`src/rtl/alu_pkg.sv`:
```
// rtl/alu_pkg.sv - opcode, FSM state and width constants shared by alu_pipe
package alu_pkg;

  localparam int OP_W = 3;

  typedef enum logic [OP_W-1:0] {
    OP_PASS_A0 = 3'b000,
    OP_PASS_A1 = 3'b001,
    OP_ADD     = 3'b010,
    OP_AND     = 3'b011,
    OP_XOR     = 3'b100,
    OP_PASS_B  = 3'b101,
    OP_MUL     = 3'b110,
    OP_SHR     = 3'b111
  } alu_op_e;

  typedef enum logic {
    IDLE = 1'b0,
    MUL  = 1'b1
  } alu_state_e;

  // Only the multiply leaves IDLE; every other opcode completes in one cycle.
  function automatic logic is_multi_cycle(alu_op_e op);
    return op == OP_MUL;
  endfunction

endpackage

```
`src/rtl/alu_mul_iter.sv`:
```
// rtl/alu_mul_iter.sv - iterative shift-add multiplier, one multiplier bit per cycle
module alu_mul_iter #(
  parameter int WIDTH = 8
) (
  input  logic             i_clk,
  input  logic             i_rst_n,
  input  logic             i_start,
  input  logic [WIDTH-1:0] i_a,
  input  logic [WIDTH-1:0] i_b,
  output logic             o_done,
  output logic [WIDTH-1:0] o_product,
  output logic             o_overflow
);
  localparam int CNT_W = $clog2(WIDTH);
  localparam logic [CNT_W-1:0] LAST = CNT_W'(WIDTH - 1);

  logic [2*WIDTH-1:0] r_acc;
  logic [2*WIDTH-1:0] r_mcand;
  logic [WIDTH-1:0]   r_mplier;
  logic [CNT_W-1:0]   r_cnt;
  logic               r_busy;
  logic [2*WIDTH-1:0] w_acc_next;

  // Add the shifted multiplicand when the current multiplier bit is set.
  always_comb begin
    w_acc_next = r_acc;
    if (r_mplier[0]) begin
      w_acc_next = r_acc + r_mcand;
    end
  end

  // done is raised during the last step so the caller can capture the result
  // on the same edge that completes the final partial-product add.
  assign o_done     = r_busy && (r_cnt == LAST);
  assign o_product  = w_acc_next[WIDTH-1:0];
  assign o_overflow = |w_acc_next[2*WIDTH-1:WIDTH];

  // Load operands on start, then step WIDTH times; reset drops any partial product.
  always_ff @(posedge i_clk or negedge i_rst_n) begin
    if (!i_rst_n) begin
      r_acc    <= '0;
      r_mcand  <= '0;
      r_mplier <= '0;
      r_cnt    <= '0;
      r_busy   <= 1'b0;
    end else if (i_start) begin
      r_acc    <= '0;
      r_mcand  <= {{WIDTH{1'b0}}, i_a};
      r_mplier <= i_b;
      r_cnt    <= '0;
      r_busy   <= 1'b1;
    end else if (r_busy) begin
      r_acc    <= w_acc_next;
      r_mcand  <= r_mcand << 1;
      r_mplier <= r_mplier >> 1;
      r_cnt    <= r_cnt + 1'b1;
      if (o_done) begin
        r_busy <= 1'b0;
      end
    end
  end

endmodule

```
`src/rtl/alu_pipe.sv`:
```
// rtl/alu_pipe.sv - registered handshake ALU with iterative multiply; ALU_CARRY_EN adds carry_out
module alu_pipe
  import alu_pkg::*;
#(
  parameter int WIDTH = 8
) (
  input  logic             clk,
  input  logic             rst_n,
  input  logic             in_valid,
  output logic             in_ready,
  input  logic [WIDTH-1:0] rs1,
  input  logic [WIDTH-1:0] rs2,
  input  logic [OP_W-1:0]  opcode,
  output logic             out_valid,
  input  logic             out_ready,
  output logic [WIDTH-1:0] rd,
  output logic             is_zero
`ifdef ALU_CARRY_EN
  ,
  output logic             carry_out
`endif
);
  localparam int SHAMT_W = $clog2(WIDTH);

  alu_state_e       r_state;
  alu_state_e       w_state_next;
  alu_op_e          w_op;
  logic             w_accept;
  logic             w_mul_start;
  logic             w_mul_done;
  logic             r_mul_zero;
  logic [WIDTH-1:0] w_result;
  logic [WIDTH-1:0] w_mul_product;

`ifdef ALU_CARRY_EN
  logic [WIDTH:0]   w_sum;
  logic             w_carry;
  logic             w_mul_ovf;
  assign w_sum = {1'b0, rs1} + {1'b0, rs2};
`else
  logic [WIDTH-1:0] w_sum;
  logic             w_unused_mul_ovf;
  assign w_sum = rs1 + rs2;
`endif

  assign w_op        = alu_op_e'(opcode);
  // A held result blocks issue; a draining one lets the next op in the same cycle.
  assign in_ready    = (r_state == IDLE) && (!out_valid || out_ready);
  assign w_accept    = in_valid && in_ready;
  assign w_mul_start = w_accept && is_multi_cycle(w_op);

  alu_mul_iter #(
    .WIDTH(WIDTH)
  ) u_mul (
    .i_clk      (clk),
    .i_rst_n    (rst_n),
    .i_start    (w_mul_start),
    .i_a        (rs1),
    .i_b        (rs2),
    .o_done     (w_mul_done),
    .o_product  (w_mul_product),
`ifdef ALU_CARRY_EN
    .o_overflow (w_mul_ovf)
`else
    .o_overflow (w_unused_mul_ovf)
`endif
  );

  // Single-cycle result selection.
  always_comb begin
    w_result = rs1;
`ifdef ALU_CARRY_EN
    w_carry  = 1'b0;
`endif
    case (w_op)
      OP_PASS_A0, OP_PASS_A1: w_result = rs1;
      OP_ADD: begin
        w_result = w_sum[WIDTH-1:0];
`ifdef ALU_CARRY_EN
        w_carry  = w_sum[WIDTH];
`endif
      end
      OP_AND:    w_result = rs1 & rs2;
      OP_XOR:    w_result = rs1 ^ rs2;
      OP_PASS_B: w_result = rs2;
      OP_SHR:    w_result = rs1 >> rs2[SHAMT_W-1:0];
      default:   w_result = rs1;
    endcase
  end

  // FSM state register.
  always_ff @(posedge clk or negedge rst_n) begin
    if (!rst_n) begin
      r_state <= IDLE;
    end else begin
      r_state <= w_state_next;
    end
  end

  // FSM next state: IDLE leaves only for a multiply, MUL returns on the final step.
  always_comb begin
    w_state_next = r_state;
    case (r_state)
      IDLE:    if (w_mul_start) w_state_next = MUL;
      MUL:     if (w_mul_done)  w_state_next = IDLE;
      default: w_state_next = IDLE;
    endcase
  end

  // Output register: load on single-cycle accept or multiply completion, clear on drain.
  always_ff @(posedge clk or negedge rst_n) begin
    if (!rst_n) begin
      out_valid  <= 1'b0;
      rd         <= '0;
      is_zero    <= 1'b0;
      r_mul_zero <= 1'b0;
`ifdef ALU_CARRY_EN
      carry_out  <= 1'b0;
`endif
    end else begin
      if (w_mul_start) begin
        r_mul_zero <= ~|rs1;
      end
      if (w_accept && !w_mul_start) begin
        out_valid <= 1'b1;
        rd        <= w_result;
        is_zero   <= ~|rs1;
`ifdef ALU_CARRY_EN
        carry_out <= w_carry;
`endif
      end else if (w_mul_done) begin
        out_valid <= 1'b1;
        rd        <= w_mul_product;
        is_zero   <= r_mul_zero;
`ifdef ALU_CARRY_EN
        carry_out <= w_mul_ovf;
`endif
      end else if (out_ready) begin
        out_valid <= 1'b0;
      end
    end
  end

endmodule

```
`config.mk`:
```
export PLATFORM = sky130hd
export DESIGN_NAME = alu_pipe
export DESIGN_NICKNAME = d
export VERILOG_FILES = /design/src/rtl/alu_pkg.sv /design/src/rtl/alu_mul_iter.sv /design/src/rtl/alu_pipe.sv
export SDC_FILE = /design/constraint.sdc
export NUM_CORES = 1
export LEC_CHECK = 0
export CAP_MARGIN = 20
export CORE_MARGIN = 4
export CORE_UTILIZATION = 56
export DETAILED_ROUTE_END_ITERATION = 10
export DONT_BUFFER_PORTS = 1
export MAX_ROUTING_LAYER = met4
export PLACE_DENSITY = 0.83
export SETUP_SLACK_MARGIN = 0.15
export SYNTH_ARGS = -nofsm -noshare
export SYNTH_HDL_FRONTEND = slang
export SYNTH_SLANG_ARGS = --single-unit
```
`constraint.sdc`:
```
create_clock -name clk -period 6.8 [get_ports clk]
set_clock_uncertainty 0.15 [all_clocks]
set_input_delay 0.34 -clock clk [delete_from_list [all_inputs] [get_ports clk]]
set_output_delay 0.34 -clock clk [all_outputs]
set_load 0.01 [all_outputs]
```
==> results.py, run 1 <==
metrics = {
    "status": {
        "status": "complete, no violations",
    },
    "setup_path": {
        "endpoint_kind": "flip-flop",
        "r2r_cells": 9,
        "arrival_ns": 2.41,
        "start_kind": "flip-flop",
        "worstPathMaxFanout": 3,
        "r2r_setup_slack_ns": 4.43,
        "rr_startpoint": "u_mul.r_mcand[0]$_DFFE_PN0P_",
        "critPathRequiredTime_ns": 6.84,
        "reg2reg_to": "rd[6]$_DFFE_PN0P_",
        "path_class": "flip-flop to flip-flop",
    },
    "yosys": {
        "async_flop_share_pct": 100,
        "ys_ff_latch": 40,
        "syn_area_um2": 3110,
        "synth_top_area_cell": "dfrtp_1",
        "ys.flop_type": "dfrtp_1",
        "synthCells": 367,
        "synth.avg_cell_area_um2": 8.48,
        "syn_nets": 409,
        "synth_top_area_share_pct": 32.2,
        "synth.distinct_cells": 55,
        "seq_area_frac_synth_pct": 32.2,
        "synth_area_leaders": "dfrtp_1 32%, mux2i_1 9.3%, ha_1 6.8%, o21ai_0 6.1%, nand2_1 5.3%",
        "ys.warnings.count": 0,
        "synth_edf_count": 0,
    },
    "clock_tree": {
        "cts_sinks": 40,
        "clk_latency_ns": 0.30,
        "cts_setup_buffers": 0,
        "cts_tree": "yes",
        "path_clk_slew_ns": 0.09,
        "cts.path.max_buffers": 2,
        "cts_made_buffers": 5,
        "cts_resized": 0,
        "clk_root_buffer_cell": "clkbuf_8",
        "htreeDepth": 2,
    },
    "global_route": {
        "overflow": 0,
        "grt_pass1_wl_um": 13600,
        "grt_max_degree": 44,
        "grt_usage_pct": 26.6,
        "first_global_vias": 2733,
        "antenna_found_initial": 0,
    },
    "detailed_routing": {
        "via_count": 2886,
        "detail-route-antenna-nets": 0,
        "drc": 0,
        "drtIter0Drc": 355,
        "routedWlPerCell_um": 19.2,
        "vias_per_cell": 6.74,
        "wl_um": 8210,
        "drt_first_pass_iters": 5,
    },
    "cells_and_area": {
        "diodes": 0,
        "final_common_cell": "nand2_1",
        "nets": 399,
        "layoutNonFillerInstCount": 428,
        "layout_common_cells": "44 x nand2_1, 40 x dfrtp_1, 38 x o21ai_0",
        "syn_to_final_growth_pct": 4.42,
        "regArea_um2": 1000,
        "fill_cells": 442,
        "multi_input_area_um2": 1960,
        "layout-drive-gt1-share_pct": 6.15,
    },
    "floorplan": {
        "core_area_um2": 5240,
        "rows": 26,
        "io_pins": 34,
        "dieWidth_um": 82.5,
        "start_util_pct": 59.4,
        "dieArea_um2": 6810,
        "fp.dieH_um": 82.5,
    },
    "timing": {
        "fin_ws_ns": 4.43,
        "hold_ws_ns": 0.00511,
        "rsz0062_at_grt": "false",
        "max_freq_ghz": 0.422,
        "fin_crit_sh_pct": 34.8,
        "relSlewSlack_pct": 46.7,
        "worstMarginPinSlew_ns": 0.799,
        "setup_viol": 0,
        "tns_ns": 0,
        "period_needed_ns": 2.37,
        "hold_viol": 0,
        "slew_violations": 0,
    },
    "place": {
        "globalplace.congestion": 0.956,
        "place_worst_setup_slack_ns": 4.45,
        "dpl.cell_count": 418,
        "port_buffers": 0,
        "hpwl_um": 5910,
    },
    "power_and_ir_drop": {
        "power.leakage_nw": 1.39,
        "power.total_w": 0.00111,
        "irDropWorstVdd_mv": 0.247,
        "p_per_area_nw_per_um2": 341,
    },
    "worst_hold_path": {
        "holdPathStages": 2,
        "hold_path_class": "input port to flip-flop",
        "min_from": "rs2[7]",
        "whs_endpoint": "u_mul.r_mplier[7]$_DFFE_PN0P_",
    },
    "job": {
        "drv_cap": 0,
    },
}
## cells in the mapped netlist (4+ instances only)
cell type and number:
nand3_1 13, buf_2 12, mux2i_1 29, and3_1 4
xnor2_1 5, nor3_1 5, o21ai_0 38, inv_1 10
nor4_1 5, a21oi_1 26, dfrtp_1 40, a21o_1 4
nand2_1 44, a211oi_1 9, nor2b_1 5, ha_1 17
nand2b_1 9, clkbuf_1 4, o22ai_1 4, nor2_1 26
## stage by stage
step,instance area (um2),utilization (%)
floorplan,3110,-
global placement,3100,59.3
detailed placement,3100,59.3
CTS,3250,62.0
global route,3250,62.0
finish,3250,62.0
## worst max-delay path: stages (launching register included)
cell and delay, ns:
dfrtp_1 0.39, ha_1 0.23, inv_1 0.08, fa_1 0.43, nor2b_4 0.13, o21ai_2 0.06, a21oi_1 0.21, or4_1 0.17
a21oi_1 0.07, o41ai_1 0.35
## worst max-delay path by stage
stage                                 start                         end  slack (ns)  depth (start not counted)
2_1_floorplan  u_mul.r_mcand[0]$_DFFE_PN0P_  u_mul.r_acc[6]$_DFFE_PN0P_        4.64                          9
3_3_place_gp                         rs1[0]           rd[6]$_DFFE_PN0P_        4.56                          8
3_5_place_dp   u_mul.r_mcand[0]$_DFFE_PN0P_           rd[6]$_DFFE_PN0P_        4.45                          9
4_1_cts        u_mul.r_mcand[0]$_DFFE_PN0P_           rd[6]$_DFFE_PN0P_        4.43                          9
5_1_grt        u_mul.r_mcand[0]$_DFFE_PN0P_           rd[6]$_DFFE_PN0P_        4.20                          9
6_report       u_mul.r_mcand[0]$_DFFE_PN0P_           rd[6]$_DFFE_PN0P_        4.43                          9
## cell families (layout without fill, tap and decap cells)
logic type	after synthesis	in the layout	share of synthesized area [%]
AND/OR/NAND/NOR	123	123	18.8
AO/OA/AOI/OAI	113	113	22.8
flip-flops	40	40	32.2
buffers and inverters	33	24	4.99
multiplexers	32	32	11.1
adder cells (fa/ha/maj)	19	19	8.12
XOR/XNOR	7	7	1.97
## state kept, by name (all words and copies together) (netlist names)
name / cells
u_mul.r_busy: 1
rd: 8
u_mul.r_mcand: 8
r_mul_zero: 1
u_mul.r_cnt: 3
r_state: 1
u_mul.r_mplier: 8
out_valid: 1
u_mul.r_acc: 8
is_zero: 1
## layout make-up
type                    count  area share [%]
inverters                  12            1.39
well taps                  70            2.70
clock buffers               5            2.12
flip-flops and latches     40            30.8
multi-input cells         294            60.2
clock inverters             3            1.42
repair buffers              4            1.39
## metal layers
layer / up-vias / routed length (um) / global-route usage, % / part of all wire [%]
met3: 24 / 642 / 5.97 / 7.8
met4: 0 / 212 / 8.66 / 2.6
li1: 1332 / - / - / -
met2: 136 / 3960 / 40.5 / 48
met1: 1394 / 3400 / 35.3 / 41
met5: - / 0 / - / 0
## power by group
| group | internal [W] | total, W | switching, W |
|---|---|---|---|
| logic | 0.000202 | 0.000445 | 0.000243 |
| registers | 0.000338 | 0.000461 | 0.000123 |
| clock network | 0.000111 | 0.000202 | 0.0000913 |
| total | 0.000650 | 0.00111 | 0.000458 |
## timing repair
action                     in CTS  in global routing
hold buffers                    2                  0
setup endpoints to repair       0                  0
hold endpoints to repair       40                  0
No activity file was read; power rests on OpenSTA's default activity.
==> run 2, diff against run 1 <==
--- a/config.mk
+++ b/config.mk
@@ -5,13 +5,14 @@
 export SDC_FILE = /design/constraint.sdc
 export NUM_CORES = 1
 export LEC_CHECK = 0
+export ABC_AREA = 1
 export CAP_MARGIN = 20
 export CORE_MARGIN = 4
 export CORE_UTILIZATION = 56
 export DETAILED_ROUTE_END_ITERATION = 10
 export DONT_BUFFER_PORTS = 1
 export MAX_ROUTING_LAYER = met4
-export PLACE_DENSITY = 0.83
+export PLACE_DENSITY = 0.86
 export SETUP_SLACK_MARGIN = 0.15
 export SYNTH_ARGS = -nofsm -noshare
 export SYNTH_HDL_FRONTEND = slang
==> constraint.sdc (replaced) <==
create_clock -name clk -period 2 [get_ports clk]
set_clock_uncertainty 0.15 [all_clocks]
set_input_delay 0.1 -clock clk [delete_from_list [all_inputs] [get_ports clk]]
set_output_delay 0.1 -clock clk [all_outputs]
set_load 0.01 [all_outputs]
==> run 2 against run 1 <==
Net effect: critical path depth up 3; area after synthesis grew 3.3%; worst hold slack gained 0.012 ns; first-iteration DRC count down 15%; fmax is 25% higher.
==> results.py, run 2 <==
metrics = {
    "power_and_ir_drop": {
        "combPwrFrac_pct": 47.9,
        "switchingPower_w": 0.00178,
        "clock_power_share_pct": 17.6,
        "irDropWorstVdd_mv": 0.524,
        "netSwitchingFraction_pct": 43.1,
        "power.leakage_nw": 1.94,
        "seqPwrFrac_pct": 34.5,
        "p_int_w": 0.00235,
        "p_per_area_nw_per_um2": 1090,
        "power.total_w": 0.00413,
    },
    "yosys": {
        "synth.avg_cell_area_um2": 6.83,
        "synthAdderAreaFrac_pct": 7.86,
        "synthMostInstantiatedCell": "nand2_1",
        "ys.flop_type": "dfrtp_1",
        "synth_top_area_cell": "dfrtp_1",
        "synth_edf_count": 0,
        "syn_area_um2": 3220,
        "seq_area_frac_synth_pct": 31.1,
        "synth.distinct_cells": 36,
        "synth_mux_area_share_pct": 0,
        "async_flop_share_pct": 100,
        "syn_nets": 513,
        "ys_ff_latch": 40,
        "synthCells": 471,
        "synth_area_leaders": "dfrtp_1 31%, nand2_1 18%, inv_1 8.4%, ha_1 6.6%, nand3_1 5.8%",
        "synth-simple-area-share_pct": 33.4,
        "ys.warnings.count": 0,
        "post_synth_xor_area_fraction_pct": 0.817,
        "synth_top_family_by_area": "simple AND/OR/NAND/NOR gates",
        "synth_commonest_cells": "150 x nand2_1, 72 x inv_1, 40 x dfrtp_1",
        "synth_compound_area_share_pct": 15.2,
        "synth_top_area_share_pct": 31.1,
    },
    "worst_hold_path": {
        "hold_path_class": "input port to flip-flop",
    },
    "global_route": {
        "grt_pass1_wl_um": 15300,
        "overflow": 0,
        "grt_max_degree": 41,
        "first_global_vias": 3304,
        "grt_usage_pct": 27.1,
        "antenna_found_initial": 0,
    },
    "place": {
        "hpwl_um": 6590,
        "post_dp_cell_area_um2": 3280,
        "globalplace.congestion": 0.930,
        "place_worst_setup_slack_ns": 0.0351,
        "port_buffers": 0,
    },
    "timing": {
        "slew_violations": 0,
        "relSlewSlack_pct": 73.2,
        "tns_ns": 0,
        "period_needed_ns": 1.90,
        "fin_ws_ns": 0.101,
        "worstMarginPinSlew_ns": 0.401,
        "hold_viol": 0,
        "setup_viol": 0,
        "fin_crit_sh_pct": 95.0,
        "max_freq_ghz": 0.527,
        "rsz0062_at_grt": "true",
    },
    "cells_and_area": {
        "syn_to_final_growth_pct": 17.5,
        "final_area_um2": 3780,
        "final_core_util_pct": 68.2,
        "layout-drive-gt1-share_pct": 14.2,
        "layout_common_cells": "143 x nand2_1, 70 x inv_1, 40 x dfrtp_1",
        "multi_input_area_um2": 1960,
        "final_common_cell": "nand2_1",
        "fill_cells": 478,
        "regArea_um2": 1000,
        "diodes": 0,
        "nets": 541,
    },
    "job": {
        "drv_cap": 0,
    },
    "detailed_routing": {
        "drtIter0Drc": 303,
        "via_count": 3325,
        "vias_per_cell": 5.81,
        "drc": 0,
        "routedWlPerCell_um": 16.2,
        "detail-route-antenna-nets": 0,
        "wl_um": 9280,
        "drt_first_pass_iters": 6,
    },
    "setup_path": {
        "cp_slowest_cell": "dfrtp_1",
        "max_stage_delay_ns": 0.37,
        "path_class": "flip-flop to flip-flop",
        "arrival_ns": 1.93,
        "cpLargestDelayFamily": "adder cells",
        "r2r_setup_slack_ns": 0.10,
        "start_kind": "flip-flop",
        "endpoint_kind": "flip-flop",
        "crit_chain": "ha_2 > inv_2 > fa_2 > inv_2 > buf_4 > nand2_2 > nand4_1 > nand3_2 > nand3_2 > nand2_2 > nand2_1 > nand2_1",
        "worstPathMaxFanout": 2,
        "critPathRequiredTime_ns": 2.03,
        "cp_num_buf_inv": 3,
    },
    "clock_tree": {
        "cts_sinks": 40,
        "clk_root_buffer_cell": "clkbuf_8",
        "cts_tree": "yes",
        "cts_made_buffers": 5,
        "cts.path.max_buffers": 2,
        "path_clk_slew_ns": 0.08,
        "clk_latency_ns": 0.29,
        "htreeDepth": 2,
    },
    "floorplan": {
        "core_area_um2": 5540,
        "rows": 27,
        "dieArea_um2": 7020,
        "fp.dieH_um": 83.8,
        "io_pins": 34,
        "dieWidth_um": 83.8,
        "start_util_pct": 58.0,
    },
    "status": {
        "status": "complete, no violations",
    },
}
[run 2: path summary, 6_finish.rpt]
check | start | end | depth (start not counted)
worst max-delay path | u_mul.r_acc[0]$_DFFE_PN0P_ | rd[6]$_DFFE_PN0P_ | 12
worst min-delay path | rs1[0] | rd[0]$_DFFE_PN0P_ | 3
worst max register to register | u_mul.r_acc[0]$_DFFE_PN0P_ | rd[6]$_DFFE_PN0P_ | 12
worst min register to register | u_mul.r_cnt[0]$_DFFE_PN0P_ | u_mul.r_cnt[0]$_DFFE_PN0P_ | 1
max in group asynchronous | rst_n | u_mul.r_mcand[0]$_DFFE_PN0P_ | 2
min in group asynchronous | rst_n | u_mul.r_cnt[1]$_DFFE_PN0P_ | 2
[run 2: metrics by stage]
| step | cells | hold WS, ns |
|---|---|---|
| 2_1_floorplan | 471 | -0.346 |
| 3_3_place_gp | 539 | -0.344 |
| 3_5_place_dp | 539 | -0.344 |
| 4_1_cts | 566 | 0.00127 |
| 5_1_grt | 572 | 0.0382 |
| 6_report | 572 | 0.0167 |
[run 2: kinds of logic (layout without fill, tap and decap cells)]
kind of cell    count (synthesis)  after routing
simple gates                  243            243
buf+inv                        91            120
xor+xnor                        3              3
flops                          40             40
compound gates                 75             75
fa+ha+maj                      19             19
[run 2: repair_timing]
action,CTS,global route
hold buffers,19,0
buffers inserted,0,6
pin swaps,4,10
endpoints found under the setup margin,3,23
gates resized for setup,6,28
endpoints found under the hold margin,63,0
[run 2: power by group through the flow]
stage | Sequential, W | Combinational, W | Clock [W]
after floorplan | 0.00134 | 0.00136 | 0
after global placement | 0.00139 | 0.00160 | 0
after detailed placement | 0.00141 | 0.00166 | 0
after CTS | 0.00140 | 0.00174 | 0.000733
after global routing | 0.00146 | 0.00222 | 0.000776
final | 0.00143 | 0.00198 | 0.000725
[run 2: area by class of cell]
cell class,count,area share (%)
inverters,81,8.18
well taps,72,2.38
repair buffers,31,7.68
clock buffers,7,2.55
flip-flops and latches,40,26.5
multi-input cells,340,51.9
clock inverters,1,0.794
[run 2: routing by layer]
layer	share of wire (%)	track usage (%)	vias up
li1	-	-	1595
met1	39	32.9	1524
met2	48	43.9	172
met3	9.2	6.12	34
met4	3.3	10.2	0
met5	0	-	-
[run 2: worst min-delay path, delay by kind of cell]
| kind | cells | cell delay, ns |
|---|---|---|
| AO/OA/AOI/OAI | 2 | 0.24 |
| AND/OR/NAND/NOR | 1 | 0.08 |
